--- config.mk ---
export PLATFORM = sky130hd
export DESIGN_NAME = pipeline_ctrl
export DESIGN_NICKNAME = d
export VERILOG_FILES = /design/src/rtl/pipe_ctrl_pkg.sv /design/src/rtl/sat_counter.sv /design/src/rtl/pipeline_ctrl.sv
export SDC_FILE = /design/constraint.sdc
export NUM_CORES = 1
export LEC_CHECK = 0
export ABC_AREA = 1
export ABC_CLOCK_PERIOD_IN_PS = 4000
export CAP_MARGIN = 20
export CORE_MARGIN = 2
export CORE_UTILIZATION = 45
export CTS_BUF_LIST = sky130_fd_sc_hd__clkbuf_8
export DETAILED_ROUTE_END_ITERATION = 10
export DONT_BUFFER_PORTS = 1
export GPL_ROUTABILITY_DRIVEN = 0
export SETUP_SLACK_MARGIN = 0.4
export SYNTH_ARGS = -nofsm -noshare
export SYNTH_HDL_FRONTEND = slang
export SYNTH_HIERARCHICAL = 1
export SYNTH_SLANG_ARGS = --single-unit
--- constraint.sdc ---
create_clock -name clk -period 4 [get_ports clk]
set_input_delay 0.2 -clock clk [delete_from_list [all_inputs] [get_ports clk]]
set_output_delay 0.2 -clock clk [all_outputs]
set_load 0.005 [all_outputs]
--- src/rtl/pipe_ctrl_pkg.sv ---
// pipe_ctrl_pkg: shared FSM state type and stage freeze/flush bundle for the pipeline controller
// Exports state_e (RUN, MEM_WAIT, ERROR) and ctrl_t, the per-register control bundle.
package pipe_ctrl_pkg;
  typedef enum logic [1:0] {RUN, MEM_WAIT, ERROR} state_e;
  typedef struct packed {
    logic pc_freeze;
    logic pc_sel_branch;
    logic if_freeze;
    logic if_flush;
    logic id_freeze;
    logic id_flush;
    logic exe_freeze;
    logic mem_freeze;
    logic wb_bubble;
  } ctrl_t;
endpackage

--- src/rtl/sat_counter.sv ---
// sat_counter: saturating up-counter with synchronous clear that overrides increment
// Ports: clk, rst (async, active-high), inc (count enable), clr (sync clear), cnt (value).
module sat_counter #(
  parameter int CNT_W = 32
) (
  input  logic             clk,
  input  logic             rst,
  input  logic             inc,
  input  logic             clr,
  output logic [CNT_W-1:0] cnt
);
  logic [CNT_W-1:0] cnt_q, cnt_d;
  assign cnt_d = clr ? '0 : (inc && !(&cnt_q)) ? cnt_q + 1'b1 : cnt_q;
  assign cnt = cnt_q;
  always_ff @(posedge clk or posedge rst)
    if (rst) cnt_q <= '0;
    else     cnt_q <= cnt_d;
endmodule

--- src/rtl/pipeline_ctrl.sv ---
// pipeline_ctrl: stall/flush sequencer combining memory wait, branch and load-use hazard
// Inputs: mem_req/mem_ready (MEM handshake), branch_taken (EXE), hazard (ID), perf_clr.
// Outputs: PC and stage-register freeze/flush controls, wb_bubble, sticky timeout_err,
// and saturating stall/hazard/flush performance counters.
module pipeline_ctrl
  import pipe_ctrl_pkg::*;
#(
  parameter int TIMEOUT = 255,
  parameter int CNT_W   = 32
) (
  input  logic             clk,
  input  logic             rst,
  input  logic             mem_req,
  input  logic             mem_ready,
  input  logic             branch_taken,
  input  logic             hazard,
  input  logic             perf_clr,
  output logic             pc_freeze,
  output logic             pc_sel_branch,
  output logic             if_freeze,
  output logic             if_flush,
  output logic             id_freeze,
  output logic             id_flush,
  output logic             exe_freeze,
  output logic             mem_freeze,
  output logic             wb_bubble,
  output logic             timeout_err,
  output logic [CNT_W-1:0] stall_cnt,
  output logic [CNT_W-1:0] hazard_cnt,
  output logic [CNT_W-1:0] flush_cnt
);
  localparam int WW = $clog2(TIMEOUT + 1);
  state_e state_q, state_d;
  logic [WW-1:0] wait_q, wait_d;
  logic bp_q, bp_d;
  logic err, mstall, brn, act;
  ctrl_t c;
  assign err    = state_q == ERROR;
  assign mstall = ~mem_ready & (mem_req | state_q == MEM_WAIT);
  assign brn    = branch_taken | bp_q;
  // act: neither the error lockout nor a memory hold owns the pipeline this cycle
  assign act    = ~err & ~mstall;
  always_comb begin
    c = '0;
    c.pc_freeze     = ~act | (~brn & hazard);
    c.if_freeze     = ~act | (~brn & hazard);
    c.pc_sel_branch = act & branch_taken;
    c.if_flush      = act & brn;
    c.id_flush      = act & (brn | hazard);
    c.id_freeze     = ~act;
    c.exe_freeze    = ~act;
    c.mem_freeze    = ~act;
    c.wb_bubble     = ~act;
  end
  assign {pc_freeze, pc_sel_branch, if_freeze, if_flush, id_freeze, id_flush,
          exe_freeze, mem_freeze, wb_bubble} = c;
  assign timeout_err = err;
  // mem_ready is tested before the watchdog so a late completion still returns to RUN
  assign state_d = err ? ERROR :
                   state_q == RUN ? (mstall ? MEM_WAIT : RUN) :
                   mem_ready ? RUN :
                   wait_q == WW'(TIMEOUT - 1) ? ERROR : MEM_WAIT;
  assign wait_d = state_q == MEM_WAIT ? wait_q + 1'b1 : '0;
  // a branch resolved under a memory hold is remembered and flushed on release
  assign bp_d = mstall & (bp_q | branch_taken);
  always_ff @(posedge clk or posedge rst)
    if (rst) begin
      state_q <= RUN;
      wait_q  <= '0;
      bp_q    <= 1'b0;
    end else begin
      state_q <= state_d;
      wait_q  <= wait_d;
      bp_q    <= bp_d;
    end
  sat_counter #(.CNT_W(CNT_W)) u_stall (
    .clk(clk), .rst(rst), .inc(~err & mstall), .clr(perf_clr), .cnt(stall_cnt)
  );
  sat_counter #(.CNT_W(CNT_W)) u_hazard (
    .clk(clk), .rst(rst), .inc(act & ~brn & hazard), .clr(perf_clr), .cnt(hazard_cnt)
  );
  sat_counter #(.CNT_W(CNT_W)) u_flush (
    .clk(clk), .rst(rst), .inc(c.if_flush), .clr(perf_clr), .cnt(flush_cnt)
  );
endmodule
; ---- After elaboration in Yosys (flattened, before gate mapping)
; Cells that the tools add are included.
; W data, S select, Z words.
[word_totals]
regBits = 107
inputBits = 7
[op_classes]
n_addsub = 4
eq_ne = 3
mux = 12
n_bitwise = 19
reduce_logical = 13
[op_table]
columns = cell, count
row1 = $mux W32, 6
row2 = $add A32 B1 Y32 const B, 3
row3 = $reduce_and A32 Y1, 3
row4 = $and A1 B1 Y1, 10
row5 = $add A8 B1 Y8 const B, 1
row6 = $eq A8 B8 Y1 const B, 1
row7 = $mux W2, 4
row8 = $mux W8, 1
row9 = $reduce_bool A2 Y1, 3
row10 = $not A1 Y1, 5
row11 = $or A1 B1 Y1, 4
row12 = $logic_and A1 B1 Y1, 3
row13 = $logic_not A1 Y1, 3
row14 = $eq A2 B1 Y1 const B, 1
row15 = $eq A2 B2 Y1 const B, 1
row16 = $logic_not A2 Y1, 1
row17 = $mux W1, 1

; ---- Logic depth before layout (Yosys ltp)
[logic_depth]
word_depth = 10
depth_mapped = 12
mapped_depth_nobuf = 11

; ---- Cells and area by module
; Netlist, hierarchy kept.
[modules_own_cells]
columns = module, n_inst, cells_each, area_each_um2, seq_area_each_um2
row1 = sat_counter, 3, 356, 2277.2, 800.8
row2 = pipeline_ctrl, 1, 82, 615.6, 275.3

; ---- Worst setup path after synthesis
; Ideal clock, no wire load.
[synth_path]
path_type = register to register
startpoint = register state_q[0]
endpoint = register u_flush.cnt_q[19], in the netlist u_flush/cnt[19]
setup_time_ns = 0.066
arrival_ns = 1.823
t_required_ns = 3.934
path_slack_ns = 2.112
stages_incl_launch_ff = 11
cell_sequence = dfrtp_1 inv_2 nor2_4 o21ai_4 nand2_2 nor2_1 inv_1 a21oi_1 buf_2 nand4_1 nand2_1
[synth_between]
elab_chain_cells = 8
[synth_lines]
columns = item, line
row1 = start: declaration, pipeline_ctrl.sv:33  ; state_e state_q, state_d;
row2 = start signal: assignment, pipeline_ctrl.sv:72  ; state_q <= state_d;
row3 = $eq A2 B1 Y1, pipeline_ctrl.sv:39  ; assign mstall = ~mem_ready & (mem_req | state_q == MEM_WAIT);
row4 = $or A1 B1 Y1, pipeline_ctrl.sv:39
row5 = $and A1 B1 Y1, pipeline_ctrl.sv:39
row6 = $not A1 Y1, pipeline_ctrl.sv:42  ; assign act = ~err & ~mstall;
row7 = $and A1 B1 Y1 *, pipeline_ctrl.sv:42
row8 = $and A1 B1 Y1 *, pipeline_ctrl.sv:48  ; c.if_flush = act & brn;
row9 = named net if_flush, pipeline_ctrl.sv:21  ; output logic if_flush,
row10 = $logic_and A1 B1 Y1 *, sat_counter.sv:13  ; assign cnt_d = clr ? '0 : (inc && !(&cnt_q)) ? cnt_q + 1'b1 : cnt_q;
row11 = $reduce_bool A2 Y1 (no source line) *, -
row12 = end signal: assignment, sat_counter.sv:17  ; else cnt_q <= cnt_d;
row13 = end: declaration, sat_counter.sv:12  ; logic [CNT_W-1:0] cnt_q, cnt_d;
; Mark *: on every way through the listed nets, which the timed path passes. The rest lies on a longest branch.
; A chain may end at the register's enable or synchronous reset.

; ---- Worst setup path after layout
[layout_path]
startpoint = register state_q[0]
endpoint = register u_flush.cnt_q[10], in the netlist u_flush/cnt[10]
; Same word-level chain as after synthesis.

==> results.py <==
metrics = {
    "drt": {
        "viasPerCell": 5.12,
        "firstDrtPassIters": 5,
        "num_vias": 7016,
        "antenna_left": 0,
        "drt-wirelength-per-cell_um": 14.7,
        "drc": 0,
        "drt_iter0_markers": 456,
        "routed_wl_mm": 20.2,
    },
    "worst_setup_path": {
        "path_cells": "inv_2, nor2_4, o21ai_4, nand2_2, nor2_1, inv_1, a21oi_1, buf_4, nand3_1, o21ai_0",
        "slowest_delay_ns": 0.44,
        "r2r-end": "u_flush/cnt[10]$_DFFE_PP0P_",
        "reg2reg_slack_ns": 1.60,
        "cp_data_arrival_time_ns": 2.71,
        "path_class": "reg2reg",
        "worstSetupEndpoint": "u_flush/cnt[10]$_DFFE_PP0P_",
        "cp-startpoint": "state_q[0]$_DFF_PP0_",
        "cp-start-kind": "flop",
        "slowest_stage": "a21oi_1",
        "rr_worst_depth": 10,
        "crit_family": "simple AND/OR/NAND/NOR gates",
        "worstPathBufferInverterCount": 3,
        "worst_setup_path_end_kind": "flop",
        "crit_cells": 10,
        "crit_fanout": 11,
        "worstReg2RegStart": "state_q[0]$_DFF_PP0_",
        "cp.required_ns": 4.32,
    },
    "finish": {
        "final_cell_count_no_fill": 1370,
        "antenna_cells": 0,
        "syn2layout_area_growth_pct": 4.86,
        "layout_common_cells": "nand2_1 (433), nor2_1 (182), inv_1 (111)",
        "drive_gt1_share_pct": 7.83,
        "final_common_cell": "nand2_1",
        "final_nets": 1157,
        "fin_area_um2": 7810,
    },
    "global_route": {
        "grt_overflow": 0,
        "grt_first_pass_wirelength_mm": 33.7,
        "grt_pass1_vias": 6405,
        "grt_start_max_net_pins": 33,
        "grtUsageTotal_pct": 23.5,
        "grt_antenna_before_repair": 0,
    },
    "sta": {
        "fmax_mhz": 417,
        "worst_pin_slew_ns": 0.884,
        "period_minus_slack_ns": 2.40,
        "final_max_slew_viol_count": 0,
        "rsz0062_at_grt": "false",
        "relSlewSlack_pct": 40.7,
        "setup_viol": 0,
        "setup_slack_ns": 1.60,
        "finalSetupTns_ns": 0,
        "finClkSkew_ns": 0.0109,
        "fin_crit_sh_pct": 59.9,
        "final_hold_viol_count": 0,
    },
    "power": {
        "pwr-share-clk_pct": 35.7,
        "powerDensity_nw_per_um2": 232,
        "power.switching_uw": 473,
        "max-vdd-ir-drop_mv": 0.123,
        "share_seq_of_total_power_pct": 59.8,
        "p_comb_share_pct": 4.6,
        "p_leak_uw": 0.00357,
        "swShare_pct": 26.1,
        "intPower_uw": 1340,
    },
    "die": {
        "die_y_um": 133,
        "die-area_um2": 17600,
        "fp-row-count": 47,
        "pin_count": 113,
        "initial_core_util_pct": 45.4,
        "dieWidth_um": 133,
        "core_um2": 16400,
    },
    "yosys": {
        "synth_area_per_cell_um2": 6.48,
        "ys_top_cells_by_area": "dfrtp_1 (36%), nand2_1 (22%), nor2_1 (9.2%), nand3_1 (6.5%), inv_1 (5.6%)",
        "syn_inst": 1150,
        "yosysSeqAreaShare_pct": 36.0,
        "synth_edf_count": 0,
        "synth_seq_cells": 107,
        "async_reset_ff_share_pct": 100,
        "synth_top_area_share_pct": 36.0,
        "syn_nets": 1162,
        "synthFlopType": "dfrtp_1",
        "ys_types": 31,
        "synth_warnings": 6,
        "synth_area_um2": 7450,
        "synth_top_area_cell": "dfrtp_1",
    },
    "placement": {
        "hpwl_mm": 14.3,
        "preCtsSetupSlack_ns": 1.58,
        "place_inst": 1350,
        "place_area_um2": 7580,
        "io_buffers": 0,
    },
    "cts": {
        "cts_buffers": 9,
        "root_buffer": "clkbuf_8",
        "htree_num_levels": 3,
        "cts_tree": "done",
        "clk_latency_ns": 0.39,
        "cts_sinks": 107,
        "clock_path_buffers": 2,
        "clk_pin_slew_worst_paths_ns": 0.11,
    },
    "run": {
        "drv_cap": 0,
    },
    "min_path": {
        "hold_class": "in2reg",
    },
    "status": {
        "status": "complete, no violations",
    },
}
cell families after synthesis:
logic type	count (synthesis)	synth area share, %
buf+inv	147	8.72
compound gates	73	5.75
simple gates	803	47.0
flops	107	36.0
xor+xnor	15	1.76
fa+ha+maj	5	0.840
Yosys cell counts, types with 6 or more instances:
master	instances
nand2_4	12
a21oi_1	12
xor2_1	12
dfrtp_1	107
nand2_2	13
clkbuf_1	9
nand3_1	97
nand2_1	433
nor2_2	12
buf_4	10
o21bai_1	6
nor2_4	7
inv_1	111
o21ai_0	44
nor2_1	182
nand4_1	31
o21ai_2	9
sequential cells by signal, indices dropped and copies added (netlist names), named ones only:
name and count:
u_hazard/cnt 32, u_stall/cnt 32, bp_q 1, state_q 1, u_flush/cnt 32, wait_q 8
area by class of cell:
| cell class | instances | area (um^2) |
|---|---|---|
| tap | 220 | 275 |
| clock buffer | 10 | 138 |
| fill | 1677 | 8600 |
| clock inverter | 6 | 41.3 |
| inverter | 119 | 447 |
| sequential | 107 | 2680 |
| timing repair buffer | 12 | 110 |
| multi-input combinational | 896 | 4120 |
worst min-delay path, cell delays in order:
cell and delay, ns:
a21oi_1 0.02, nand3_1 0.06, o21ai_0 0.09
power groups by stage:
stage / Sequential, uW / Clock (uW) / Combinational, uW
floorplan: 1100 / 0 / 64.1
global placement: 1100 / 0 / 74.0
detailed placement: 1100 / 0 / 73.7
CTS: 1080 / 678 / 85.4
global route: 1080 / 713 / 92.7
finish: 1080 / 645 / 83.0
repair_timing:
action | CTS | global route
hold buffers | 4 | 0
endpoints found under the hold margin | 138 | 0
resized for setup | 0 | 0
setup buffers | 0 | 0
setup endpoints to repair | 0 | 0
per-layer routing:
layer / global-route usage [%] / wire, um
met5: 0 / 0
met4: 7.47 / 388
met3: 5.06 / 1270
met2: 37.5 / 9240
met1: 31.9 / 9270
per-stage QoR:
stage	utilization [%]	total power (uW)	hold WS (ns)
floorplan	-	1170	0.0524
global placement	46.2	1180	0.117
detailed placement	46.2	1180	0.112
CTS	47.6	1850	0.0141
global route	47.6	1890	0.0142
finish	47.6	1810	0.0361
worst min-delay path by stage:
stage | start | end | slack [ns] | cells past startpoint
after floorplan | rst | asynchronous set/reset pin | 0.05 | 1
after global placement | rst | bp_q$_DFF_PP0_ | 0.12 | 1
after detailed placement | rst | bp_q$_DFF_PP0_ | 0.11 | 1
after CTS | perf_clr | u_stall/cnt[10]$_DFFE_PP0P_ | 0.01 | 3
after global routing | perf_clr | u_stall/cnt[10]$_DFFE_PP0P_ | 0.01 | 3
final | perf_clr | u_stall/cnt[10]$_DFFE_PP0P_ | 0.04 | 3
Note: power is estimated with default switching activity, not from simulation.
